==> src/rtl/audio_top_if.sv <==
// Codec FIFO-side audio bus: the two availability flags, the pop/push strobes and the stereo sample pairs.
interface audio_top_if;
    logic               audio_in_available;
    logic               audio_out_allowed;
    logic signed [31:0] audio_in_L;
    logic signed [31:0] audio_in_R;
    logic               read_audio_in;
    logic               write_audio_out;
    logic signed [31:0] audio_out_L;
    logic signed [31:0] audio_out_R;

    // Codec side: offers samples and space, receives strobes and processed samples.
    modport master (
        output audio_in_available, audio_out_allowed, audio_in_L, audio_in_R,
        input  read_audio_in, write_audio_out, audio_out_L, audio_out_R
    );

    modport slave (
        input  audio_in_available, audio_out_allowed, audio_in_L, audio_in_R,
        output read_audio_in, write_audio_out, audio_out_L, audio_out_R
    );
endinterface

==> src/rtl/audio_top.sv <==
// Zero-latency stereo passthrough with SW[0] mute and a windowed peak meter on LEDR.
// Optional AUDIO_ATTEN_EN macro: unmuted samples are arithmetically shifted right by SW[3:1].
module audio_top #(
    parameter int METER_WINDOW = 4096
) (
    input  logic        CLOCK_50,
    input  logic        RESET_N,
    input  logic [9:0]  SW,
    audio_top_if.slave  aud,
    output logic [9:0]  LEDR
);
    localparam int CW = (METER_WINDOW > 1) ? $clog2(METER_WINDOW) : 1;

    logic               w_xfer;
    logic signed [31:0] w_out_l;
    logic signed [31:0] w_out_r;
    logic [31:0]        w_mag;
    logic [31:0]        w_peak_next;
    logic [9:0]         w_therm;
    logic               w_sw_unused;

    logic [CW-1:0]      r_count;
    logic [31:0]        r_peak;
    logic [9:0]         r_ledr;

    assign w_xfer              = aud.audio_in_available & aud.audio_out_allowed;
    assign aud.read_audio_in   = w_xfer;
    assign aud.write_audio_out = w_xfer;
    assign aud.audio_out_L     = w_out_l;
    assign aud.audio_out_R     = w_out_r;
    assign LEDR                = r_ledr;

`ifdef AUDIO_ATTEN_EN
    assign w_sw_unused = ^SW[9:4];
`else
    assign w_sw_unused = ^SW[9:1];
`endif

    // NOTE: every always_comb output gets a default first so no path leaves it unassigned (no latch).
    always_comb begin
        w_out_l = aud.audio_in_L;
        w_out_r = aud.audio_in_R;
`ifdef AUDIO_ATTEN_EN
        w_out_l = aud.audio_in_L >>> SW[3:1];
        w_out_r = aud.audio_in_R >>> SW[3:1];
`endif
        // Mute is applied last so it overrides every other switch function.
        if (SW[0]) begin
            w_out_l = '0;
            w_out_r = '0;
        end
    end

    // Only the left channel is metered; the most negative value has no positive twin, so it saturates.
    always_comb begin
        w_mag = w_out_l;
        if (w_out_l == 32'sh8000_0000) begin
            w_mag = 32'h7FFF_FFFF;
        end else if (w_out_l[31]) begin
            w_mag = -w_out_l;
        end
        w_peak_next = (w_mag > r_peak) ? w_mag : r_peak;
    end

    always_comb begin
        w_therm = '0;
        for (int i = 0; i < 10; i++) begin
            w_therm[i] = (w_peak_next >= (32'd1 << (21 + i)));
        end
    end

    // NOTE: state registers use non-blocking assignments and clear asynchronously on RESET_N low.
    always_ff @(posedge CLOCK_50 or negedge RESET_N) begin
        if (!RESET_N) begin
            r_count <= '0;
            r_peak  <= '0;
            r_ledr  <= '0;
        end else if (w_xfer) begin
            r_count <= r_count + 1'b1;
            if (r_count == {CW{1'b1}}) begin
                r_ledr <= w_therm;
                r_peak <= '0;
            end else begin
                r_peak <= w_peak_next;
            end
        end
    end
endmodule

==> src/flat_wrapper.sv <==
// flat-port wrapper written by rule: the top's interface ports become plain ports
module audio_top_flat 
#(
    parameter int METER_WINDOW = 4096
)
  (CLOCK_50, RESET_N, SW, LEDR, aud_audio_in_available, aud_audio_out_allowed, aud_audio_in_L, aud_audio_in_R, aud_read_audio_in, aud_write_audio_out, aud_audio_out_L, aud_audio_out_R);
  audio_top_if aud_i ();
  input  logic CLOCK_50;
  input  logic RESET_N;
  input  logic [9:0] SW;
  output logic [9:0] LEDR;
  input wire logic [$bits(aud_i.audio_in_available)-1:0] aud_audio_in_available;
  input wire logic [$bits(aud_i.audio_out_allowed)-1:0] aud_audio_out_allowed;
  input wire logic [$bits(aud_i.audio_in_L)-1:0] aud_audio_in_L;
  input wire logic [$bits(aud_i.audio_in_R)-1:0] aud_audio_in_R;
  output wire logic [$bits(aud_i.read_audio_in)-1:0] aud_read_audio_in;
  output wire logic [$bits(aud_i.write_audio_out)-1:0] aud_write_audio_out;
  output wire logic [$bits(aud_i.audio_out_L)-1:0] aud_audio_out_L;
  output wire logic [$bits(aud_i.audio_out_R)-1:0] aud_audio_out_R;
  assign aud_i.audio_in_available = aud_audio_in_available;
  assign aud_i.audio_out_allowed = aud_audio_out_allowed;
  assign aud_i.audio_in_L = aud_audio_in_L;
  assign aud_i.audio_in_R = aud_audio_in_R;
  assign aud_read_audio_in = aud_i.read_audio_in;
  assign aud_write_audio_out = aud_i.write_audio_out;
  assign aud_audio_out_L = aud_i.audio_out_L;
  assign aud_audio_out_R = aud_i.audio_out_R;
  audio_top #(.METER_WINDOW(METER_WINDOW)) u_core (.CLOCK_50(CLOCK_50), .RESET_N(RESET_N), .SW(SW), .aud(aud_i), .LEDR(LEDR));
endmodule
==> config.mk <==
export PLATFORM = sky130hd
export DESIGN_NAME = audio_top_flat
export DESIGN_NICKNAME = d
export VERILOG_FILES = /design/src/rtl/audio_top_if.sv /design/src/rtl/audio_top.sv /design/src/flat_wrapper.sv
export SDC_FILE = /design/constraint.sdc
export NUM_CORES = 1
export LEC_CHECK = 0
export ABC_AREA = 1
export CAP_MARGIN = 5
export CELL_PAD_IN_SITES_DETAIL_PLACEMENT = 0
export CELL_PAD_IN_SITES_GLOBAL_PLACEMENT = 1
export CORE_ASPECT_RATIO = 0.8
export CORE_UTILIZATION = 33
export CTS_CLUSTER_SIZE = 20
export DETAILED_ROUTE_END_ITERATION = 6
export GPL_TIMING_DRIVEN = 0
export PLACE_DENSITY_LB_ADDON = 0.05
export SLEW_MARGIN = 0
export SYNTH_ARGS = -nofsm -noshare
export SYNTH_HDL_FRONTEND = slang
export SYNTH_SLANG_ARGS = --single-unit
==> constraint.sdc <==
create_clock -name CLOCK_50 -period 2.95 [get_ports CLOCK_50]
set_clock_uncertainty 0.1 [all_clocks]
set_input_delay 0.295 -clock CLOCK_50 [delete_from_list [all_inputs] [get_ports CLOCK_50]]
set_output_delay 0.295 -clock CLOCK_50 [all_outputs]
set_load 0.01 [all_outputs]
# Word-level counts from Yosys, hierarchy flattened
# Cells that the tools add are included.
dict set report word_totals {
  out_inout_bits 76
  wordCells 26
  inputBits 78
  regBits 54
}
dict set report op_classes {
  n_reduce_logical 1
  n_bitwise 1
  mux 6
  magnitude_cmp 11
  n_addsub 2
  eq_ne 2
}
# op n
set ops {}
lappend ops {{$mux W32} 6}
lappend ops {{$eq A32 B32 Y1 const B} 1}
lappend ops {{$ge A32 B22 Y1 const B} 1}
lappend ops {{$ge A32 B23 Y1 const B} 1}
lappend ops {{$ge A32 B24 Y1 const B} 1}
lappend ops {{$ge A32 B25 Y1 const B} 1}
lappend ops {{$ge A32 B26 Y1 const B} 1}
lappend ops {{$ge A32 B27 Y1 const B} 1}
lappend ops {{$ge A32 B28 Y1 const B} 1}
lappend ops {{$ge A32 B29 Y1 const B} 1}
lappend ops {{$ge A32 B30 Y1 const B} 1}
lappend ops {{$ge A32 B31 Y1 const B} 1}
lappend ops {{$gt A32 B32 Y1} 1}
lappend ops {{$neg A32 Y32} 1}
lappend ops {{$add A12 B1 Y12 const B} 1}
lappend ops {{$eq A12 B12 Y1 const B} 1}
lappend ops {{$reduce_and A2 Y1} 1}
lappend ops {{$and A1 B1 Y1} 1}

# Longest topological paths before layout
dict set report logic_depth {
  ltp_word 7
  depth_mapped 33
}

# Least setup slack after synthesis
# OpenSTA, ideal clock, no wires.
dict set report synth_path {
  path_kind {input -> register}
  startpoint {in SW[0]}
  endpoint {reg u_core.r_ledr[0], in the netlist u_core.LEDR[0]}
  stages 30
  slack_ps -849
  t_arrival_ps 3582
  n_path_buf 6
  setup_ps 117
  t_required_ps 2733
  path_cell_list {buf_6 > inv_6 > buf_12 > buf_6 > nand2_1 > ha_1 > nand3_2 > nor2_4 > nand4_2 > buf_6 > buf_2 > o211ai_1 > ha_1 > a21oi_1 > nor2_1 > nor2_1 > nand2_1 > nand2_1 > nand2_1 > nand2_1 > nand2_1 > nand2_1 > buf_2 > nand2_1 > nand2_1 > nand2_1 > nor2_1 > nand3_1 > nand2_1 > nand2_1}
}
dict set report synth_between {
  elab_chain_cells 7
}
# item line
set synth_rtl {}
lappend synth_rtl {{start: declaration} flat_wrapper.sv:10} ;# input logic [9:0] SW;
lappend synth_rtl {{$mux W32 *} audio_top.sv:48} ;# if (SW[0]) begin
lappend synth_rtl {{$neg A32 Y32} audio_top.sv:60} ;# w_mag = -w_out_l;
lappend synth_rtl {{$mux W32} audio_top.sv:59} ;# end else if (w_out_l[31]) begin
lappend synth_rtl {{$mux W32 *} audio_top.sv:57} ;# if (w_out_l == 32'sh8000_0000) begin
lappend synth_rtl {{$gt A32 B32 Y1} audio_top.sv:62} ;# w_peak_next = (w_mag > r_peak) ? w_mag : r_peak;
lappend synth_rtl {{$mux W32 *} audio_top.sv:62}
lappend synth_rtl {{$ge A32 B22 Y1 *} audio_top.sv:68} ;# w_therm[i] = (w_peak_next >= (32'd1 << (21 + i)));
lappend synth_rtl {{end signal: assignment} audio_top.sv:81} ;# r_ledr <= w_therm;
lappend synth_rtl {{end: declaration} audio_top.sv:24} ;# logic [9:0] r_ledr;
# Every way passes the cells marked *; elsewhere a longest branch is shown, timed or not.
# A chain may end at the register's enable or synchronous reset.

# Worst setup path after layout
dict set report layout_path {
  startpoint {in SW[0]}
  endpoint {reg u_core.r_peak[12]}
}
dict set report layout_between {
  elab_chain_cells 7
}
# item line
set layout_rtl {}
lappend layout_rtl {{$mux W32 *} audio_top.sv:48}
lappend layout_rtl {{$neg A32 Y32} audio_top.sv:60}
lappend layout_rtl {{$mux W32} audio_top.sv:59}
lappend layout_rtl {{$mux W32 *} audio_top.sv:57}
lappend layout_rtl {{$gt A32 B32 Y1} audio_top.sv:62}
lappend layout_rtl {{$mux W32 *} audio_top.sv:62}
lappend layout_rtl {{$mux W32 *} audio_top.sv:80} ;# if (r_count == {CW{1'b1}}) begin
lappend layout_rtl {{end signal: assignment} audio_top.sv:84} ;# r_peak <= w_peak_next;
lappend layout_rtl {{end: declaration} audio_top.sv:23} ;# logic [31:0] r_peak;
# Marks and branches as above.

==> impl_metrics.ini <==
[outcome]
status = finished, violations left
violations = negative setup slack

[timing]
post-route-min-period_ns = 3.45
max_clock_freq_mhz = 290
setup_slack_ns = -0.503
tightest_slew_ns = 0.654
grt_setup_unrepaired = true
finalCritPeriodShare = 1.17
slew_headroom = 0.564
finalSetupViolations = 42
hold_viol = 0
drv_slew = 0

[global_routing]
antenna_found_initial = 0
grt_max_degree = 40
grt_pass1_wl_um = 30100
grt_pass1_vias = 5822
track_usage = 0.244
overflow = 0

[setup_path]
crit_end = u_core.r_peak[12]$_DFFE_PN0P_
worst-path-stages = 27
cp-end-kind = register
cp_slowest_cell = buf_4
rrSetupSlack_ns = 0.43
start_kind = input port
max_stage_delay_ns = 0.18
required_ns = 3.02
cp.arrival_ns = 3.52
crit_type = input port to register
critPathTopFamily = buffers and inverters
worstSetupStartpoint = SW[0]
crit_fanout = 10
critical_path_buf_inv_count = 20
crit_top_cell = buf_4
rr_endpoint = u_core.LEDR[2]$_DFFE_PN0P_
r2r_start = u_core.r_peak[23]$_DFFE_PN0P_
rr_worst_depth = 16

[route]
antenna_left = 0
routed_via_density = 4.98
vias = 6079
routed_wl_um = 19600
drt_iter0_drc = 217
wl_per_cell_um = 16.1
drc = 0
firstDrtPassIters = 7

[cts]
numCtsBuffers = 5
cts-root-buf = clkbuf_16
tritoncts = yes
clock_latency_ns = 0.31
path_clk_slew_ns = 0.08
max-clock-path-buffers = 2
htree_levels = 2
clock_sinks = 54

[placement]
post-dp-hpwl_um = 14300
preCtsSetupSlack_ns = -1.52
gp_congestion = 0.915
placed_cells = 1112
numPortBuffers = 143

[synthesis]
synthTopCellsByArea = dfrtp_1 (27%), nand2_1 (15%), inv_1 (9.5%), ha_1 (8.4%), nor2_1 (6.2%)
synth-main-ff-cell = dfrtp_1
muxShareOfSynthArea = 0.00222
ys_warn_count = 0
synth-edff-count = 0
synth-seq-area-share = 0.266
synthSimpleGateAreaFrac = 0.333
yosysTopAreaCellShare = 0.266
synth_compound_gate_area_share = 0.158
ys_types = 41
yosys.area.top_type = dfrtp_1
syn_inst = 779
synth-xor-area-share = 0.0207
synthArstFlopShare = 1.00
ys_seq_elements = 54
synth.cell_area_um2 = 5080
synthAdderAreaFrac = 0.0837
syn-num-nets = 891
syn_avg_cell_area_um2 = 6.52
synth_top_family_by_area = simple AND/OR/NAND/NOR gates

[floorplan]
die_width_um = 141
start_util = 0.338
core_um2 = 15000
die-area_um2 = 15900
boundaryPins = 154
rows = 40
dieHeight_um = 113

[power]
peakVddDrop_mv = 0.311
p_leak_nw = 4.41
p_total_mw = 5.73
power.density_nw_per_um2 = 661

[final_layout]
area_delta_synth_final_pct = 70.7
stdcell_count = 1220
nNetsFinal = 1142
final_common_cell = nand2_1
final_layout_size_suffix_gt1_frac = 0.316
n_antenna_cell = 0
final_cell_mix = nand2_1 (147), inv_1 (122), clkdlybuf4s50_1 (111)

[flow_run]
maxCapViolCount = 0

[worst_hold_path]
hold_path_class = input port to async pin
-- cell type report --
cell class / count / area, µm²
multi-input combinational: 563 / 3820
clock inverter: 2 / 38.8
timing repair buffer: 244 / 2280
tap: 189 / 236
buffer: 28 / 295
inverter: 134 / 513
clock buffer: 6 / 139
sequential: 54 / 1350
fill: 1399 / 6340
-- repair_timing --
item | in CTS | in global routing
pin swaps | 63 | 42
hold endpoints to repair | 15 | 0
resized for setup | 173 | 102
hold buffers | 1 | 0
gates cloned | 2 | 2
buffers inserted | 81 | 15
endpoints found under the setup margin | 42 | 44
-- through the flow --
| step | setup TNS, ns | util | area [µm²] | hold slack (ns) |
|---|---|---|---|---|
| floorplan | -12.28 | - | 5170 | -0.101 |
| global placement | -66.56 | 0.455 | 6840 | 0.360 |
| detailed placement | -54.14 | 0.456 | 6850 | 0.162 |
| CTS | -15.44 | 0.546 | 8190 | 0.369 |
| global route | -22.03 | 0.578 | 8680 | 0.391 |
| finish | -14.01 | 0.578 | 8680 | 0.358 |
-- synthesized netlist by cell type, drive strengths merged, types with 8 or more instances --
| library cell | number |
|---|---|
| a21oi | 22 |
| buf | 15 |
| clkbuf | 13 |
| dfrtp | 54 |
| ha | 34 |
| inv | 134 |
| nand2 | 226 |
| nand3 | 36 |
| nand4 | 10 |
| nor2 | 97 |
| o211ai | 9 |
| o21ai | 65 |
| o22ai | 30 |
| xor2 | 8 |
-- worst min-delay path by stage --
stage,to,start,depth (start not counted)
2_1_floorplan,u_core.LEDR[0]$_DFFE_PN0P_,RESET_N,0
3_3_place_gp,u_core.r_count[9]$_DFFE_PN0P_,u_core.r_count[9]$_DFFE_PN0P_,1
3_5_place_dp,u_core.r_peak[8]$_DFFE_PN0P_,RESET_N,1
4_1_cts,u_core.r_peak[8]$_DFFE_PN0P_,RESET_N,2
5_1_grt,u_core.r_peak[9]$_DFFE_PN0P_,RESET_N,2
6_report,u_core.r_peak[7]$_DFFE_PN0P_,RESET_N,2
-- state kept, by name (all words and copies together), names as in the netlist --
signal and flops:
u_core.LEDR 10, u_core.r_peak 32, u_core.r_count 12
-- routing by layer --
| metal | track usage | vias up | routed length (µm) |
|---|---|---|---|
| met4 | 0.0761 | 0 | 449 |
| met3 | 0.0444 | 30 | 1040 |
| met1 | 0.330 | 2843 | 9130 |
| li1 | - | 3013 | - |
| met2 | 0.393 | 193 | 9030 |
| met5 | 0 | - | 0 |
-- power by group --
part / switching (mW) / internal (mW)
logic: 2.15 / 1.78
registers: 0.0951 / 0.973
clock network: 0.299 / 0.428
-- cells by family after synthesis --
family	count (synthesis)
and+or+nand+nor	380
buffers and inverters	162
AOI/OAI and AO/OA	136
DFF	54
adders and majority gates	34
xor gates and xnor gates	12
muxes	1
-- worst register-to-register path: stages, from the launching register on --
cell     delay [ns]
dfrtp_1        0.33
inv_1          0.09
ha_1           0.33
nand2_2        0.08
nor2_4         0.09
nand4_1        0.14
nor2_4         0.19
nand2_4        0.09
nand2_4        0.09
nand2_8        0.09
buf_12         0.15
o21ai_4        0.19
nand2_4        0.09
nor2_4         0.18
nand3_2        0.08
nand2_1        0.06
nand2_1        0.05
Power figures use the tool's default switching activity.
